[src/rtl/iface_rr_arbiter_pkg.sv]
// Shared types and width helpers for the round-robin interface arbiter.
// Widths are derived per instance with the functions below.
package iface_arb_pkg;

  typedef enum logic {IDLE = 1'b0, BUSY = 1'b1} state_t;

  function automatic int owner_w(input int n);
    return (n < 2) ? 1 : $clog2(n);
  endfunction

  function automatic int hold_w(input int max_hold);
    return (max_hold < 1) ? 1 : $clog2(max_hold + 1);
  endfunction

  // Wrapping increment; explicit compare so non-power-of-two counts work.
  function automatic int next_index(input int idx, input int n);
    return (idx >= n - 1) ? 0 : idx + 1;
  endfunction

  localparam int DEF_N_REQ    = 4;
  localparam int DEF_MAX_HOLD = 8;
  localparam int OWNER_W      = owner_w(DEF_N_REQ);
  localparam int HOLD_W       = hold_w(DEF_MAX_HOLD);

endpackage

[src/rtl/iface_rr_arbiter_if.sv]
// Requester-side bundle plus the shared resource strobe/data lanes.
// slave is the arbiter's view; master is the requester/consumer side.
interface iface_rr_arbiter_if #(
  parameter int N_REQ      = 4,
  parameter int DATA_WIDTH = 10
);
  localparam int OW = (N_REQ < 2) ? 1 : $clog2(N_REQ);

  logic [N_REQ-1:0]                 i_req;
  logic [N_REQ-1:0]                 i_last;
  logic [N_REQ-1:0][DATA_WIDTH-1:0] i_data;
  logic [N_REQ-1:0]                 o_grant;
  logic [OW-1:0]                    o_owner;
  logic                             o_valid;
  logic [DATA_WIDTH-1:0]            o_data;

  modport slave (
    input  i_req, i_last, i_data,
    output o_grant, o_owner, o_valid, o_data
  );

  modport master (
    output i_req, i_last, i_data,
    input  o_grant, o_owner, o_valid, o_data
  );
endinterface

[src/rtl/iface_rr_arbiter_rr_pick.sv]
// Rotating-priority picker: first set, non-excluded request at or after ptr.
// Purely combinational; one instance serves both IDLE and release paths.
module rr_pick #(
  parameter int N = 4,
  parameter int W = 2
) (
  input  logic [N-1:0] req,
  input  logic [W-1:0] ptr,
  input  logic [N-1:0] excl,
  output logic         found,
  output logic [W-1:0] idx
);
  logic [N-1:0] cand;
  int           c;
  logic [W-1:0] ci;

  assign cand = req & ~excl;

  // Scan from farthest offset down so the nearest candidate wins last.
  always_comb begin
    found = 1'b0;
    idx   = '0;
    c     = 0;
    ci    = '0;
    for (int k = N - 1; k >= 0; k--) begin
      c = int'(ptr) + k;
      if (c >= N) c = c - N;
      ci = W'(c);
      if (cand[ci]) begin
        found = 1'b1;
        idx   = ci;
      end
    end
  end
endmodule

[src/rtl/iface_rr_arbiter.sv]
// Round-robin burst arbiter sharing one registered valid/data lane among
// N_REQ requesters, with a hold counter bounding each grant.
module iface_rr_arbiter
  import iface_arb_pkg::*;
#(
  parameter int N_REQ      = 4,
  parameter int DATA_WIDTH = 10,
  parameter int MAX_HOLD   = 8
) (
  input  logic                i_clk,
  input  logic                i_rst,
  iface_rr_arbiter_if.slave   bus
);
  localparam int OWN_W = owner_w(N_REQ);
  localparam int HLD_W = hold_w(MAX_HOLD);
  localparam logic [HLD_W-1:0] HOLD_LAST = HLD_W'(MAX_HOLD - 1);

  state_t                  state_q, state_d;
  logic [OWN_W-1:0]        ptr_q, ptr_d;
  logic [OWN_W-1:0]        owner_q, owner_d;
  logic [N_REQ-1:0]        grant_q, grant_d;
  logic [HLD_W-1:0]        hold_q, hold_d;
  logic                    valid_q, valid_d;
  logic [DATA_WIDTH-1:0]   data_q, data_d;

  logic [OWN_W-1:0]        owner_inc;
  logic [OWN_W-1:0]        pick_ptr;
  logic [N_REQ-1:0]        pick_excl;
  logic                    pick_found;
  logic [OWN_W-1:0]        pick_idx;
  logic                    beat;
  logic                    rel;

  assign owner_inc = OWN_W'(next_index(int'(owner_q), N_REQ));

  // While busy the picker only matters on release, so it always looks
  // from the post-release pointer and skips the current owner.
  assign pick_ptr  = (state_q == BUSY) ? owner_inc : ptr_q;
  assign pick_excl = (state_q == BUSY) ? (N_REQ'(1) << owner_q) : '0;

  rr_pick #(.N(N_REQ), .W(OWN_W)) u_pick (
    .req   (bus.i_req),
    .ptr   (pick_ptr),
    .excl  (pick_excl),
    .found (pick_found),
    .idx   (pick_idx)
  );

  always_comb begin
    state_d = state_q;
    ptr_d   = ptr_q;
    owner_d = owner_q;
    grant_d = grant_q;
    hold_d  = hold_q;
    valid_d = 1'b0;
    data_d  = data_q;
    beat    = 1'b0;
    rel     = 1'b0;
    case (state_q)
      IDLE: begin
        if (pick_found) begin
          state_d = BUSY;
          owner_d = pick_idx;
          grant_d = N_REQ'(1) << pick_idx;
          hold_d  = '0;
        end
      end
      BUSY: begin
        beat = bus.i_req[owner_q];
        rel  = !beat || bus.i_last[owner_q] || (hold_q == HOLD_LAST);
        if (beat) begin
          valid_d = 1'b1;
          data_d  = bus.i_data[owner_q];
          hold_d  = HLD_W'(hold_q + 1'b1);
        end
        if (rel) begin
          ptr_d  = owner_inc;
          hold_d = '0;
          if (pick_found) begin
            owner_d = pick_idx;
            grant_d = N_REQ'(1) << pick_idx;
          end else begin
            state_d = IDLE;
            owner_d = '0;
            grant_d = '0;
          end
        end
      end
      default: state_d = IDLE;
    endcase
  end

  always_ff @(posedge i_clk) begin
    if (i_rst) begin
      state_q <= IDLE;
      ptr_q   <= '0;
      owner_q <= '0;
      grant_q <= '0;
      hold_q  <= '0;
      valid_q <= 1'b0;
      data_q  <= '0;
    end else begin
      state_q <= state_d;
      ptr_q   <= ptr_d;
      owner_q <= owner_d;
      grant_q <= grant_d;
      hold_q  <= hold_d;
      valid_q <= valid_d;
      data_q  <= data_d;
    end
  end

  assign bus.o_grant = grant_q;
  assign bus.o_owner = owner_q;
  assign bus.o_valid = valid_q;
  assign bus.o_data  = data_q;

endmodule

[src/flat_wrapper.sv]
// flat-port wrapper written by rule: the top's interface ports become plain ports
module iface_rr_arbiter_flat import iface_arb_pkg::*;
#(
  parameter int N_REQ      = 4,
  parameter int DATA_WIDTH = 10,
  parameter int MAX_HOLD   = 8
)
  (i_clk, i_rst, bus_i_req, bus_i_last, bus_i_data, bus_o_grant, bus_o_owner, bus_o_valid, bus_o_data);
  iface_rr_arbiter_if #(.N_REQ(N_REQ), .DATA_WIDTH(DATA_WIDTH)) bus_i ();
  input  logic i_clk;
  input  logic i_rst;
  input wire logic [$bits(bus_i.i_req)-1:0] bus_i_req;
  input wire logic [$bits(bus_i.i_last)-1:0] bus_i_last;
  input wire logic [$bits(bus_i.i_data)-1:0] bus_i_data;
  output wire logic [$bits(bus_i.o_grant)-1:0] bus_o_grant;
  output wire logic [$bits(bus_i.o_owner)-1:0] bus_o_owner;
  output wire logic [$bits(bus_i.o_valid)-1:0] bus_o_valid;
  output wire logic [$bits(bus_i.o_data)-1:0] bus_o_data;
  assign bus_i.i_req = bus_i_req;
  assign bus_i.i_last = bus_i_last;
  assign bus_i.i_data = bus_i_data;
  assign bus_o_grant = bus_i.o_grant;
  assign bus_o_owner = bus_i.o_owner;
  assign bus_o_valid = bus_i.o_valid;
  assign bus_o_data = bus_i.o_data;
  iface_rr_arbiter #(.N_REQ(N_REQ), .DATA_WIDTH(DATA_WIDTH), .MAX_HOLD(MAX_HOLD)) u_core (.i_clk(i_clk), .i_rst(i_rst), .bus(bus_i));
endmodule
[config.mk]
export PLATFORM = sky130hd
export DESIGN_NAME = iface_rr_arbiter_flat
export DESIGN_NICKNAME = d
export VERILOG_FILES = /design/src/rtl/iface_rr_arbiter_pkg.sv /design/src/rtl/iface_rr_arbiter_if.sv /design/src/rtl/iface_rr_arbiter_rr_pick.sv /design/src/rtl/iface_rr_arbiter.sv /design/src/flat_wrapper.sv
export SDC_FILE = /design/constraint.sdc
export NUM_CORES = 1
export LEC_CHECK = 0
export CORE_UTILIZATION = 38
export DETAILED_ROUTE_END_ITERATION = 12
export GPL_TIMING_DRIVEN = 0
export HOLD_SLACK_MARGIN = 0.05
export PLACE_DENSITY_LB_ADDON = 0.12
export SYNTH_ARGS = -nofsm -noshare
export SYNTH_HDL_FRONTEND = slang
export SYNTH_HIERARCHICAL = 1
export SYNTH_SLANG_ARGS = --single-unit
[constraint.sdc]
create_clock -name i_clk -period 3.34 [get_ports i_clk]
set_clock_uncertainty 0.15 [all_clocks]
set_input_delay 0.835 -clock i_clk [delete_from_list [all_inputs] [get_ports i_clk]]
set_output_delay 0.835 -clock i_clk [all_outputs]
set_load 0.005 [all_outputs]
==> results_dict.tcl <==
set metrics [dict create \
    hold_start "u_core/bus.o_grant[0]$_SDFFE_PP0P_" \
    core_um2 3744 \
    first_iter_violations 51 \
    fin_nets 270 \
    via_per_inst 5.456 \
    ys_seq_elements 24 \
    run_status "completed" \
    track_usage_pct 20.43 \
    worst_pin_slew_ps 614.9 \
    dieHeight_um 65.38 \
    fin_area_um2 2295 \
    ys.flop_type "dfxtp_1" \
    r2r_start "u_core/bus.o_owner[0]$_SDFFE_PP0P_" \
    placed_cell_area_um2 2243 \
    critPathArrivalTime_ps 3210 \
    crit_family "simple AND/OR/NAND/NOR gates" \
    multi_input_area_um2 994.7 \
    final_max_slew_viol_count 0 \
    cts_hold_buf 0 \
    cts_buffer_depth 2 \
    cp_cell_sequence "buf_6 -> inv_1 -> ha_1 -> mux2_2 -> and3b_1 -> or3b_1 -> a2bb2oi_2 -> and3_1 -> a21oi_1 -> nor3_1 -> a221o_1" \
    clkSlewWorstSetupHoldPaths_ps 90 \
    num_rows 22 \
    final_cells 261 \
    insertion_delay_ps 270 \
    clockPowerShare_pct 17.8 \
    rsz0062_at_grt "false" \
    dp_hpwl_um 3239 \
    antenna_found_initial 0 \
    drt-total-wl_um 4166 \
    cts_buffers 3 \
    synth_edf_count 0 \
    peakVddDrop_uv 259.6 \
    worst_slack_ps 185.7 \
    p_sw_share_pct 30.91 \
    slew_headroom_pct 59.01 \
    cts_tree "done" \
    grt_pass1_vias 1429 \
    p_int_uw 662.4 \
    dr.pass1.iters 4 \
    synth.yosys.seq_area_share_pct 31.48 \
    placedCellCount 259 \
    p_comb_share_pct 45.5 \
    cp.required_ps 3400 \
    synthToLayoutAreaGrowth_pct 50.33 \
    tns_ps 0 \
    path_buf_inv 2 \
    path_class "flip-flop to flip-flop" \
    antenna_cells 0 \
    synth_cell_type_count 40 \
    htree_num_levels 1 \
    end_kind "flip-flop" \
    crit_fanout 19 \
    crit_slowest_cell "dfxtp_1" \
    period_share_pct 94.44 \
    ant_nets 0 \
    grt_pass1_wl_um 6665 \
    dr_total_vias 1424 \
    final-seq-area_um2 480.5 \
    place.gp.congestion 0.7746 \
    die-area_um2 4275 \
    syn_avg_cell_area_um2 10.46 \
    synth_area_um2 1526 \
    synthArstFlopShare_pct 0 \
    ys_warn_count 6 \
    critPathLaunchType "flip-flop" \
    fp.dieW_um 65.38 \
    io_pins 67 \
    p_leak_nw 0.9004 \
    hold_viol 0 \
    grt-ovfl-total 0 \
    max_freq_mhz 317.0 \
    dp_slack_ps -249.2 \
    startpoint "u_core/bus.o_owner[0]$_SDFFE_PP0P_" \
    synth_cells 146 \
    grt_max_degree 20 \
    setup_viol 0 \
    slowest_delay_ps 460 \
    initial_utilization_pct 40.78 \
    route.detailed.drc 0 \
    clkSinkCount 24 \
    drive_above_1_share_pct 12.68 \
    p_per_area_nw_per_um2 417.8 \
    hold_class "flip-flop to flip-flop" \
    syn_nets 201 \
    max-cap-violations 0 \
    min_period_ps 3154 \
    fillers 318 \
    io_buffer_count 65 \
    clockRootBuffer "clkbuf_8" \
    netSwitchingPower_uw 296.4 \
    power_frac_seq_pct 36.7 \
    wl_per_cell_um 15.96 \
]
-- synth_stat cells (2+ instances only) --
library cell | count | area share, %
and3b_1 | 2 | 1.1
buf_6 | 2 | 1.5
nor3_1 | 5 | 1.6
ha_1 | 5 | 4.1
nor2b_1 | 2 | 0.82
dfxtp_1 | 24 | 31
clkbuf_1 | 5 | 1.2
o21a_1 | 2 | 0.98
o221ai_1 | 2 | 1.1
a21oi_1 | 3 | 0.98
and3_1 | 2 | 0.82
a221o_1 | 2 | 1.3
and2_1 | 4 | 1.6
mux4_2 | 12 | 18
nor3b_1 | 2 | 0.98
mux2_2 | 3 | 2.2
mux2i_1 | 11 | 7.2
a32o_1 | 3 | 2.0
a211o_1 | 2 | 1.1
nand2_1 | 8 | 2.0
nor2_1 | 14 | 3.4
nor4_1 | 3 | 1.2
nand2b_1 | 6 | 2.5
nor4b_1 | 2 | 1.1
inv_1 | 5 | 1.2
-- final timing paths --
path	end	slack, ps	cells past startpoint
min	u_core/bus.o_grant[0]$_SDFFE_PP0P_	330	1
max reg2reg	u_core/bus.o_grant[3]$_SDFFE_PP0P_	190	11
max	u_core/bus.o_grant[3]$_SDFFE_PP0P_	190	11
min reg2reg	u_core/bus.o_grant[0]$_SDFFE_PP0P_	330	1
-- power by group through the flow --
| stage | clock (mW) | combinational (mW) | sequential [mW] |
|---|---|---|---|
| after floorplan | 0 | 0.258 | 0.357 |
| after global placement | 0 | 0.418 | 0.357 |
| after detailed placement | 0 | 0.427 | 0.360 |
| after CTS | 0.179 | 0.432 | 0.353 |
| after global routing | 0.191 | 0.471 | 0.358 |
| final | 0.171 | 0.436 | 0.352 |
-- per-layer routing --
layer / global-route usage, % / up-vias / wire [um]
li1: - / 684 / -
met1: 25.32 / 686 / 1867
met2: 35.18 / 46 / 1968
met3: 3.646 / 8 / 262
met4: 7.337 / 0 / 68
met5: 0 / - / 0
-- metrics by stage --
stage	hold slack (ps)	power [mW]	util [%]
CTS	334.0	0.9630	61.13
detailed placement	308.8	0.7869	59.93
global route	355.8	1.020	61.30
finish	325.2	0.9588	61.30
global placement	306.2	0.7753	59.93
floorplan	296.6	0.6151	-
-- layout by cell type (no fill, tap or decap), types with 3 or more instances in the layout --
master and count:
clkdlybuf4s50_1 65, dfxtp_1 24, nor2_1 14, mux4_2 12, mux2i_1 11, nand2_1 8
nand2b_1 6, inv_1 5, clkbuf_1 5, nor3_1 5, ha_1 5, and2_1 4
clkbuf_8 3, mux2_2 3, a32o_1 3, a21oi_1 3
-- worst register-to-register path, cell delays in order, from the launching register on --
cell and delay, ps:
dfxtp_1 460, buf_6 270, inv_1 100, ha_1 310, mux2_2 320, and3b_1 210, or3b_1 380, a2bb2oi_2 260
and3_1 200, a21oi_1 60, nor3_1 220, a221o_1 160
-- what timing repair did --
| action | CTS | global route |
|---|---|---|
| resized for setup | 1 | 1 |
| hold endpoints to repair | 0 | 0 |
| pin swaps | 0 | 1 |
| setup endpoints to repair | 2 | 2 |
| buffers inserted | 0 | 0 |
-- layout make-up --
cell class	instances	area share [%]
multi-input cells	108	43.35
repair buffers	65	28.35
flip-flops and latches	24	20.94
well taps	48	2.617
plain buffers	8	2.127
clock buffers	3	1.799
inverters	5	0.8179
-- flip-flops by register name (all words and copies together) (netlist names) --
name,count
u_core/bus.o_data,10
u_core/bus.o_grant,4
u_core/hold_q,4
u_core/bus.o_owner,2
u_core/ptr_q,2
u_core/bus.o_valid,1
u_core/state_q,1
-- logic make-up (layout without fill, tap and decap cells) --
kind of cell | Yosys count | in the layout | synth area share, %
flops | 24 | 24 | 31.48
buf+inv | 14 | 81 | 4.754
fa+ha+maj | 5 | 5 | 4.098
simple gates | 55 | 55 | 20.57
compound gates | 22 | 22 | 11.97
mux | 26 | 26 | 27.13
No activity file was read; power rests on OpenSTA's default activity.
